==> config.mk <==
export PLATFORM = sky130hd
export DESIGN_NAME = contador_triangular
export DESIGN_NICKNAME = d
export VERILOG_FILES = /design/src/rtl/contador_triangular.sv
export SDC_FILE = /design/constraint.sdc
export NUM_CORES = 1
export LEC_CHECK = 0
export ABC_CLOCK_PERIOD_IN_PS = 4800
export CAP_MARGIN = 0
export CORE_UTILIZATION = 30
export DETAILED_ROUTE_END_ITERATION = 8
export GPL_TIMING_DRIVEN = 1
export SLEW_MARGIN = 30
export SYNTH_ARGS = -nofsm -noshare
export SYNTH_HDL_FRONTEND = slang
export SYNTH_SLANG_ARGS = --single-unit
==> constraint.sdc <==
create_clock -name clock -period 4.8 [get_ports clock]
set_input_delay 0.72 -clock clock [delete_from_list [all_inputs] [get_ports clock]]
set_output_delay 0.72 -clock clock [all_outputs]
set_load 0.1 [all_outputs]
==> src/rtl/contador_triangular.sv <==
// Triangle / sawtooth / single-sweep counter with a 0..MAX range.
// Define CONTADOR_TRIANGULAR_CICLOS_EN to add the saturating period counter.
module contador_triangular #(
    parameter int N   = 4,
    parameter int MAX = 7
) (
    input  logic         clock,
    input  logic         zera_s_n,
    input  logic         conta,
    input  logic [1:0]   modo,
    input  logic         inicia,
    output logic [N-1:0] value,
    output logic         dir,
    output logic         meio,
    output logic         fim,
`ifdef CONTADOR_TRIANGULAR_CICLOS_EN
    output logic [7:0]   ciclos,
`endif
    output logic         ativo
);

    typedef enum logic [1:0] {
        M_TRI   = 2'b00,
        M_UP    = 2'b01,
        M_DOWN  = 2'b10,
        M_SWEEP = 2'b11
    } mode_t;

    localparam logic [N-1:0] TOP  = N'(MAX);
    localparam logic [N-1:0] ZERO = '0;
    localparam logic [N-1:0] ONE  = N'(1);

    mode_t        mode_q, mode_d;
    logic [N-1:0] value_q, value_d;
    logic         dir_q, dir_d;
    logic         meio_q, meio_d;
    logic         fim_q, fim_d;
    logic         ativo_q, ativo_d;
    logic         up;

    always_comb begin
        mode_d  = mode_q;
        value_d = value_q;
        dir_d   = dir_q;
        ativo_d = ativo_q;
        meio_d  = 1'b0;
        fim_d   = 1'b0;
        up      = 1'b0;
        if (!zera_s_n) begin
            mode_d  = mode_t'(modo);
            value_d = ZERO;
            dir_d   = 1'b1;
            ativo_d = (modo != 2'b11);
        end else if (conta) begin
            if (mode_q == M_SWEEP && !ativo_q) begin
                ativo_d = inicia;
            end else begin
                case (mode_q)
                    M_UP: begin
                        value_d = (value_q >= TOP) ? ZERO : value_q + ONE;
                        dir_d   = 1'b1;
                    end
                    M_DOWN: begin
                        value_d = (value_q == ZERO) ? TOP : value_q - ONE;
                        dir_d   = 1'b0;
                    end
                    default: begin
                        // Turn around at the ends even if dir was left
                        // stale by a previous sawtooth-down period.
                        up = (value_q == ZERO) ||
                             (dir_q && value_q != TOP);
                        value_d = up ? value_q + ONE : value_q - ONE;
                        dir_d   = up ? (value_d != TOP) : (value_d == ZERO);
                    end
                endcase
                meio_d = (value_d == TOP);
                fim_d  = (value_d == ZERO);
                if (fim_d) begin
                    mode_d  = mode_t'(modo);
                    ativo_d = (modo != 2'b11);
                end
            end
        end
    end

    always_ff @(posedge clock) begin
        mode_q  <= mode_d;
        value_q <= value_d;
        dir_q   <= dir_d;
        meio_q  <= meio_d;
        fim_q   <= fim_d;
        ativo_q <= ativo_d;
    end

`ifdef CONTADOR_TRIANGULAR_CICLOS_EN
    logic [7:0] ciclos_q, ciclos_d;

    always_comb begin
        ciclos_d = ciclos_q;
        if (!zera_s_n) begin
            ciclos_d = 8'd0;
        end else if (fim_d && ciclos_q != 8'hFF) begin
            ciclos_d = ciclos_q + 8'd1;
        end
    end

    always_ff @(posedge clock) begin
        ciclos_q <= ciclos_d;
    end

    assign ciclos = ciclos_q;
`endif

    assign value = value_q;
    assign dir   = dir_q;
    assign meio  = meio_q;
    assign fim   = fim_q;
    assign ativo = ativo_q;

endmodule

Yosys cells after proc, flatten, opt, wreduce, memory -nomap -nowiden
Cells that the tools add are included.

operators by class
  add/subtract/negate cells = 2
  $lt $le $gt $ge = 1
  equality and inequality tests = 11
  muxes and demuxes = 17
  bitwise operators = 3
  reductions and logical operators = 11

operators with widths
  kind                   number
  $mux W4                6
  $logic_not A4 Y1       3
  $mux W2                4
  $ne A4 B3 Y1 const B   2
  $pmux W4 S2            1
  $mux W1                5
  $add A4 B1 Y4 const B  1
  $eq A2 B2 Y1 const B   2
  $eq A4 B3 Y1 const B   1
  $ge A4 B3 Y1 const B   1
  $ne A2 B1 Y1 const B   2
  $ne A2 B2 Y1 const B   2
  $reduce_and A2 Y1      2
  $sub A4 B1 Y4 const B  1
  $ne A3 B1 Y1 const B   1
  $not A1 Y1             3
  $reduce_and A3 Y1      1
  $reduce_or A3 Y1       1
  $eq A2 B1 Y1 const B   1
  $logic_and A1 B1 Y1    2
  $pmux W1 S2            1
  $logic_not A1 Y1       1
  $logic_or A1 B1 Y1     1

word-level totals
  bits in registers = 10
  input bits = 6
  output and inout bits = 8
  word-level logic and storage cells = 51

Depth between registers and ports, before layout
Gate-level depths: netlist (run 1).

  depth in word-level cells = 13
  mapped depth = 8
  mapped depth without buffers = 7

Least setup slack after synthesis (run 1)
No wires, ideal clock.

  path type = register to register
  from = register value_q[0] (netlist: value[0])
  to = register mode_q[0] (enable)
  setup time = 0.358 ns
  data arrival time = 2.662 ns
  data required time = 4.442 ns
  slack = 1.780 ns
  cell stages (with the launch flop) = 8
  path buffers = 0
  clock period less this slack = 3.020 ns
  cells stage by stage = dfxtp_1 -> inv_1 -> ha_1 -> nand2b_1 -> a21oi_2 -> o311ai_1 -> o311ai_2 -> o41ai_1

on the way
  longest elaborated chain between the ends = 11
  elaborated cells on any way between the ends = 17
  classes of those cells = add/sub (2); order compare (1); eq/ne (2); mux (7); reduce/logical (5)

ends and longest elaborated chain
  item                                                   RTL line  source
  start, declared                                        34        logic [N-1:0] value_q, value_d;
  start signal, assigned                                 88        value_q <= value_d;
  branches (longest 4 deep; another with $sub A4 B1 Y4)  --
  $pmux W4 S2 (*)                                        58        case (mode_q)
  $mux W4 (*)                                            55        if (mode_q == M_SWEEP && !ativo_q) begin
  $mux W4 (*)                                            54        end else if (conta) begin
  $mux W4 (*)                                            49        if (!zera_s_n) begin
  $logic_not A4 Y1 (*)                                   77        fim_d = (value_d == ZERO);
  $ne A2 B1 Y1 (no line) (*)                             --
  $reduce_and A3 Y1 (no line) (*)                        --
  end signal, assigned                                   87        mode_q <= mode_d;
  end, declared                                          33        mode_t mode_q, mode_d;

Every way passes the cells marked *. The select of a mux whose other input is x is not followed.
A chain may end at the register's enable or synchronous reset.

Final worst setup path (run 1)
  from = register value_q[2] (netlist: value[2])
  to = output value[2]

RTL lines
  item           RTL line  source
  end, declared  12        output logic [N-1:0] value,

No word-level cell between the ends.

==> impl_metrics.prom, run 1 <==
# TYPE chip_impl_metric gauge
chip_impl_metric{name="floorplan.initialDensity",unit="%"} 32.4
chip_impl_info{name="kind_of_start_point_of_the_critical_path",value="flip-flop"} 1
chip_impl_metric{name="timing.critical_path.buf_inv",unit=""} 1
chip_impl_info{name="highest_layer",value="met4"} 1
chip_impl_metric{name="power.share.sequential",unit="%"} 29.1
chip_impl_metric{name="cts_clock_pin_slew_for_the_worst_setup_and_hold_paths",unit="ps"} 70
chip_impl_metric{name="h_tree_lvls",unit=""} 1
chip_impl_metric{name="post_cts_resize_count",unit=""} 0
chip_impl_metric{name="total_met2_wirelength_after_detailed_routing",unit="µm"} 975
chip_impl_metric{name="fraction_of_power_spent_switching_nets",unit="%"} 46.0
chip_impl_metric{name="crit_required",unit="ps"} 4080
chip_impl_metric{name="post-cts-setup-buffers",unit=""} 0
chip_impl_metric{name="synth_nets",unit=""} 106
chip_impl_info{name="critical-path-top-delay-family",value="buffers and inverters"} 1
chip_impl_metric{name="grt_start_max_net_pins",unit=""} 12
chip_impl_metric{name="die_h",unit="µm"} 54.4
chip_impl_metric{name="first_pass_grt_wire_length",unit="µm"} 3350
chip_impl_metric{name="hold_buffers",unit=""} 0
chip_impl_metric{name="power_dissipated_by_switching_net_loads",unit="µW"} 180
chip_impl_metric{name="synth_cell_type_count",unit=""} 41
chip_impl_metric{name="timing.final.crit_period",unit="ps"} 2800
chip_impl_metric{name="cts_inserted_buffers",unit=""} 3
chip_impl_metric{name="flow.area_growth_from_synthesis",unit="%"} 21.6
chip_impl_metric{name="final_hold_viol_count",unit=""} 0
chip_impl_info{name="hold_path_class",value="flip-flop to flip-flop"} 1
chip_impl_metric{name="clock-skew-final",unit="ps"} 1.39
chip_impl_info{name="critical-path-slowest-cell",value="clkdlybuf4s50_1"} 1
chip_impl_metric{name="numClockSinks",unit=""} 10
chip_impl_metric{name="number_of_global_route_vias_before_repair",unit=""} 706
chip_impl_metric{name="power",unit="µW"} 392
chip_impl_metric{name="syn_inst",unit=""} 95
chip_impl_metric{name="layout.nets",unit=""} 121
chip_impl_metric{name="vdd_drop_max",unit="V"} 0.000279
chip_impl_metric{name="dieArea",unit="µm²"} 2960
chip_impl_metric{name="max_slew.worst_pin.slew",unit="ps"} 973
chip_impl_metric{name="cellPowerDensity",unit="nW/µm²"} 391
chip_impl_metric{name="antennaDiodeCount",unit=""} 0
chip_impl_metric{name="slew_limit_fails",unit=""} 0
chip_impl_metric{name="max_stage_delay",unit="ps"} 1220
chip_impl_metric{name="final_layout_size_suffix_gt1_share",unit="%"} 11.9
chip_impl_metric{name="floorplan.io_pins",unit=""} 14
chip_impl_metric{name="netlist_area_before_placement",unit="µm²"} 823
chip_impl_info{name="timing.critical_path.to_type",value="output pin"} 1
chip_impl_info{name="clock-root-buffer",value="clkbuf_4"} 1
chip_impl_info{name="postSynth.topFlopCell",value="dfxtp_1"} 1
chip_impl_metric{name="clockBufferDepth",unit=""} 2
chip_impl_metric{name="fp-row-count",unit=""} 18
chip_impl_metric{name="finalWirelength",unit="µm"} 2050
chip_impl_metric{name="fp.coreArea",unit="µm²"} 2540
chip_impl_metric{name="timing.final.setup_violations",unit=""} 0
chip_impl_metric{name="routed-via-count",unit=""} 796
chip_impl_metric{name="clock_network_latency_to_the_later_pin_of_the_worst_skew_pair",unit="ps"} 260
chip_impl_metric{name="period_utilization",unit="%"} 58.2
chip_impl_metric{name="place_hpwl",unit="µm"} 1570
chip_impl_metric{name="grt_overflow_total",unit=""} 0
chip_impl_info{name="unrepaired_setup_endpoints_after_global_routing",value="false"} 1
chip_impl_metric{name="drt_pre_antenna_iters",unit=""} 5
chip_impl_metric{name="power.internal",unit="µW"} 211
chip_impl_metric{name="dp_cells",unit=""} 135
chip_impl_metric{name="combinationalPowerShare",unit="%"} 51.6
chip_impl_metric{name="synth_seq_area_share",unit="%"} 28.0
chip_impl_metric{name="maxCapViolCount",unit=""} 0
chip_impl_metric{name="power.share.clock",unit="%"} 19.3
chip_impl_metric{name="antenna_violations_before_repair",unit=""} 0
chip_impl_metric{name="viasPerCell",unit=""} 5.73
chip_impl_metric{name="fmax",unit="GHz"} 0.358
chip_impl_info{name="worstPathCellList",value="clkdlybuf4s50_1"} 1
chip_impl_metric{name="path_max_fanout",unit=""} 11
chip_impl_metric{name="fill_cells",unit=""} 275
chip_impl_metric{name="drt_drc_violations_left",unit=""} 0
chip_impl_metric{name="fin_tns_setup",unit="ps"} 0
chip_impl_metric{name="timing.slew.headroom",unit="%"} 34.9
chip_impl_metric{name="synthesis.area_per_instance",unit="µm²"} 8.67
chip_impl_metric{name="wire_per_inst",unit="µm"} 14.8
chip_impl_info{name="cts_tree",value="built"} 1
chip_impl_metric{name="synthArstFlopShare",unit="%"} 0
chip_impl_info{name="criticalPathCategory",value="flip-flop to output pin"} 1
chip_impl_metric{name="met3_wl_post_dr",unit="µm"} 104
chip_impl_metric{name="antenna_left",unit=""} 0
chip_impl_metric{name="r2r_setup_slack",unit="ps"} 2100
chip_impl_metric{name="die_width",unit="µm"} 54.4
chip_impl_metric{name="place.port_buffers",unit=""} 13
chip_impl_metric{name="critPathArrivalTime",unit="ps"} 2080
chip_impl_metric{name="grtUsageTotal",unit="%"} 15.7
chip_impl_metric{name="number_of_enable_type_register_cells_in_the_synthesized_netlist",unit=""} 3
chip_impl_metric{name="wl_met1",unit="µm"} 945
chip_impl_info{name="outcome",value="finished clean"} 1
chip_impl_metric{name="routabilityCongestion",unit=""} 0.899
chip_impl_metric{name="yosys_warnings",unit=""} 0
chip_impl_metric{name="synth_seq_cells",unit=""} 10
chip_impl_metric{name="power.leakage",unit="µW"} 0.000383
chip_impl_metric{name="final_cells",unit=""} 139
chip_impl_metric{name="dr.first_iter.drc_count",unit=""} 17
placed cells by master (no fill, tap or decap), types with 2 or more instances in the layout:
cell / n
clkdlybuf4s50_1: 13
ha_1: 5
inv_1: 6
edfxtp_1: 3
a21oi_2: 2
nand2_1: 12
dfxtp_1: 7
a21oi_1: 4
nand3_1: 3
nor2b_1: 5
nand2b_1: 2
o21ai_0: 6
xor2_1: 2
a22oi_1: 3
nor4b_1: 2
clkbuf_4: 3
xnor2_1: 2
nor2_1: 3
nor4_1: 2
o41ai_1: 2
cell type report:
cell class                 count  area (µm²)  area share, %
tap                           30        37.5           3.75
clock buffer                   4        36.3           3.62
sequential                    10         230           23.0
inverter                       7        26.3           2.63
timing repair buffer          13         130           13.0
multi-input combinational     75         541           54.0
per-stage QoR:
stage               area (µm²)  utilization [%]  setup WS (ps)  hold slack (ps)
finish                    1000             39.3           2000              654
global route              1000             39.3           1900              671
CTS                       1000             39.3           1990              652
detailed placement         965             37.9           2100              642
global placement           965             37.9           2250              635
floorplan                  823                -           1780              732
cells in the mapped netlist, types with 2 or more instances:
cell type  instances  area (µm²)
ha_1               5        62.6
a21oi_2            2        17.5
dfxtp_1            7         140
nand3_1            3        15.0
edfxtp_1           3        90.1
nand2_1           12        45.0
xnor2_1            2        17.5
a22oi_1            3        22.5
inv_1              6        22.5
o21ai_0            6        30.0
nand2b_1           2        12.5
nor2b_1            5        31.3
nor4b_1            2        17.5
o41ai_1            2        17.5
nor4_1             2        12.5
buf_4              2        15.0
a21oi_1            4        20.0
nor2_1             3        11.3
xor2_1             2        17.5
logic make-up (layout without fill, tap and decap cells):
group                      count (synthesis)  in the layout  share of synthesized area (%)
buffers and inverters                     10             24                           6.38
and+or+nand+nor                           35             35                           22.8
muxes                                      1              1                           1.82
xor gates and xnor gates                   4              4                           4.26
AOI/OAI and AO/OA                         30             30                           29.2
DFF                                       10             10                           28.0
adders and majority gates                  5              5                           7.60
metal layers:
| layer | up-vias | GRT usage, % |
|---|---|---|
| met5 | - | 0 |
| met4 | 0 | 3.42 |
| met3 | 6 | 5.28 |
| met2 | 26 | 25.2 |
| met1 | 377 | 20.2 |
| li1 | 387 | - |
path summary, 6_finish.rpt:
| path | startpoint | endpoint | cells after the start |
|---|---|---|---|
| hold / removal | value[1] | value[1] | 1 |
| setup / recovery | value[2] | value[2] | 1 |
| setup reg to reg | mode_q[1] | mode_q[0] | 5 |
| hold reg to reg | value[1] | value[1] | 1 |
power by group through the flow:
stage	Combinational (µW)	Clock [µW]	Sequential, µW
after floorplan	114	0	160
after global placement	199	0	115
after detailed placement	199	0	116
after CTS	200	79.5	114
after global routing	216	82.4	116
final	202	75.6	114
sequential cells by signal (all words and copies together), names as in the netlist:
signal / cells
value: 4
mode_q: 2
ativo: 1
meio: 1
fim: 1
dir: 1
Power figures use the tool's default switching activity.
==> run 2, diff against run 1 <==
ABC_CLOCK_PERIOD_IN_PS = 2600   (was 4800)
clock period = 2.6 ns   (was 4.8 ns; I/O delays follow)
==> run 2 against run 1 <==
  * Clock skew fell by 0.59 ps
  * Die area stayed put
  * Wire length is 1.9% lower
  * Worst hold slack lost 81 ps
  * Critical endpoint is now ativo
  * Largest cell class unchanged
==> impl_metrics.prom, run 2 (synthesis gave the netlist of run 1 again) <==
# TYPE chip_impl_metric gauge
chip_impl_info{name="unrepaired_setup_endpoints_after_global_routing",value="false"} 1
chip_impl_info{name="criticalPathCategory",value="flip-flop to flip-flop"} 1
chip_impl_metric{name="clockBufferDepth",unit=""} 2
chip_impl_metric{name="die_h",unit="µm"} 54.4
chip_impl_metric{name="numClockSinks",unit=""} 10
chip_impl_metric{name="antennaDiodeCount",unit=""} 0
chip_impl_metric{name="power_dissipated_by_switching_net_loads",unit="µW"} 335
chip_impl_metric{name="path_max_fanout",unit=""} 8
chip_impl_metric{name="final_hold_viol_count",unit=""} 0
chip_impl_metric{name="area_used_by_multi_input_combinational_logic",unit="µm²"} 548
chip_impl_metric{name="finalWirelength",unit="µm"} 2010
chip_impl_info{name="final_cell_mix",value="nand2_1, buf_4, inv_1, o21ai_0"} 1
chip_impl_metric{name="grtUsageTotal",unit="%"} 15.5
chip_impl_metric{name="timing.slew.headroom",unit="%"} 67.5
chip_impl_metric{name="clock_network_latency_to_the_later_pin_of_the_worst_skew_pair",unit="ps"} 260
chip_impl_metric{name="viasPerCell",unit=""} 5.65
chip_impl_metric{name="fraction_of_power_spent_switching_nets",unit="%"} 46.0
chip_impl_metric{name="cts_inserted_buffers",unit=""} 3
chip_impl_metric{name="critPathArrivalTime",unit="ps"} 2290
chip_impl_info{name="clock-root-buffer",value="clkbuf_4"} 1
chip_impl_metric{name="final_layout_size_suffix_gt1_share",unit="%"} 24.5
chip_impl_metric{name="drt_pre_antenna_iters",unit=""} 4
chip_impl_metric{name="place.port_buffers",unit=""} 13
chip_impl_metric{name="crit_required",unit="ps"} 2530
chip_impl_metric{name="power.share.clock",unit="%"} 19.1
chip_impl_metric{name="slew_limit_fails",unit=""} 0
chip_impl_info{name="worstSetupStartpoint",value="value[0]"} 1
chip_impl_metric{name="h_tree_lvls",unit=""} 1
chip_impl_metric{name="routed-via-count",unit=""} 791
chip_impl_metric{name="max_slew.worst_pin.slew",unit="ps"} 488
chip_impl_metric{name="floorplan.io_pins",unit=""} 14
chip_impl_metric{name="hold_buffers",unit=""} 0
chip_impl_metric{name="power",unit="µW"} 728
chip_impl_metric{name="number_of_global_route_vias_before_repair",unit=""} 708
chip_impl_metric{name="power.leakage",unit="µW"} 0.000405
chip_impl_metric{name="clock-skew-final",unit="ps"} 0.804
chip_impl_metric{name="fill_cells",unit=""} 254
chip_impl_metric{name="flow.area_growth_from_synthesis",unit="%"} 21.9
chip_impl_metric{name="grt_overflow_total",unit=""} 0
chip_impl_metric{name="place_hpwl",unit="µm"} 1560
chip_impl_metric{name="grt_start_max_net_pins",unit=""} 12
chip_impl_metric{name="fmax",unit="GHz"} 0.423
chip_impl_metric{name="timing.final.setup_violations",unit=""} 0
chip_impl_metric{name="vdd_drop_max",unit="V"} 0.000483
chip_impl_metric{name="register_area",unit="µm²"} 238
chip_impl_info{name="cts_tree",value="built"} 1
chip_impl_metric{name="final_core_util",unit="%"} 39.4
chip_impl_metric{name="final_cells",unit=""} 140
chip_impl_metric{name="die_width",unit="µm"} 54.4
chip_impl_metric{name="dp_cells",unit=""} 136
chip_impl_metric{name="placed_cell_area",unit="µm²"} 960
chip_impl_metric{name="antenna_left",unit=""} 0
chip_impl_metric{name="routabilityCongestion",unit=""} 0.932
chip_impl_metric{name="power.internal",unit="µW"} 393
chip_impl_metric{name="power.share.sequential",unit="%"} 29.2
chip_impl_metric{name="dr.first_iter.drc_count",unit=""} 27
chip_impl_metric{name="cts_clock_pin_slew_for_the_worst_setup_and_hold_paths",unit="ps"} 70
chip_impl_info{name="kind_of_start_point_of_the_critical_path",value="flip-flop"} 1
chip_impl_metric{name="first_pass_grt_wire_length",unit="µm"} 3260
chip_impl_metric{name="period_utilization",unit="%"} 91.0
chip_impl_metric{name="number_of_flip_flops_under_the_largest_register_name",unit=""} 4
chip_impl_info{name="layout.cells.most_common",value="nand2_1"} 1
chip_impl_metric{name="fin_tns_setup",unit="ps"} 0
chip_impl_metric{name="maxCapViolCount",unit=""} 0
chip_impl_metric{name="fp-row-count",unit=""} 18
chip_impl_metric{name="fp.coreArea",unit="µm²"} 2540
chip_impl_metric{name="timing.final.crit_period",unit="ps"} 2370
chip_impl_info{name="outcome",value="finished clean"} 1
chip_impl_metric{name="antenna_violations_before_repair",unit=""} 0
chip_impl_metric{name="drt_drc_violations_left",unit=""} 0
chip_impl_metric{name="floorplan.initialDensity",unit="%"} 32.4
chip_impl_info{name="holdCritStartpoint",value="value[1]"} 1
chip_impl_metric{name="layout.nets",unit=""} 122
chip_impl_metric{name="wire_per_inst",unit="µm"} 14.4
chip_impl_metric{name="design_area",unit="µm²"} 1000
chip_impl_info{name="regToRegStartpoint",value="value[0]"} 1
chip_impl_metric{name="dieArea",unit="µm²"} 2960
chip_impl_info{name="timing.critical_path.to_type",value="flip-flop"} 1
chip_impl_info{name="hold_path_class",value="flip-flop to flip-flop"} 1
chip_impl_metric{name="cellPowerDensity",unit="nW/µm²"} 726
chip_impl_metric{name="combinationalPowerShare",unit="%"} 51.7
run 2: cell count changes in the layout (fill, tap and decap cells not counted), sizes merged:
cell	change
buf	+9
clkdlybuf4s50	-8
run 2: layout make-up:
class / count / share of cell area [%]
timing repair buffer: 14 / 11.7
inverter: 7 / 2.62
tap: 30 / 3.74
sequential: 10 / 23.7
clock buffer: 4 / 3.62
multi-input combinational: 75 / 54.6
run 2: power groups by stage:
| stage | clock [µW] | sequential (µW) | combinational [µW] |
|---|---|---|---|
| 2_1_floorplan | 0 | 299 | 209 |
| 3_3_place_gp | 0 | 215 | 371 |
| 3_5_place_dp | 0 | 217 | 369 |
| 4_1_cts | 142 | 213 | 371 |
| 5_1_grt | 151 | 217 | 405 |
| 6_report | 139 | 213 | 377 |
run 2: repair_timing:
action                                 CTS  global route
resized for setup                        0             1
buffers inserted                         0             0
endpoints found under the hold margin    0             0
setup endpoints to repair                0             2
run 2: final timing paths:
check / depth (start not counted) / endpoint / slack, ps
max reg2reg: 7 / ativo / 230
min reg2reg: 1 / value[1] / 570
min: 1 / value[1] / 570
max: 7 / ativo / 230
run 2: metal layers:
metal	track usage, %	vias to the layer above	part of all wire, %
li1	-	386	-
met1	18.6	375	44
met2	24.8	28	50
met3	6.11	2	5.8
met4	5.56	0	0.20
met5	0	-	0
run 2: worst max-delay path, stage by stage, from the launching register on:
cell	delay, ps
dfxtp_4	390
inv_1	90
ha_1	290
nand2b_1	130
a21oi_2	100
o311ai_1	330
o311ai_2	230
o41ai_1	480
run 2: stage by stage:
| step | setup WS (ps) | hold WS (ps) |
|---|---|---|
| 6_report | 234 | 572 |
| 5_1_grt | 19.2 | 621 |
| 4_1_cts | 127 | 571 |
| 3_5_place_dp | 141 | 555 |
| 3_3_place_gp | 218 | 551 |
| 2_1_floorplan | 44.8 | 489 |
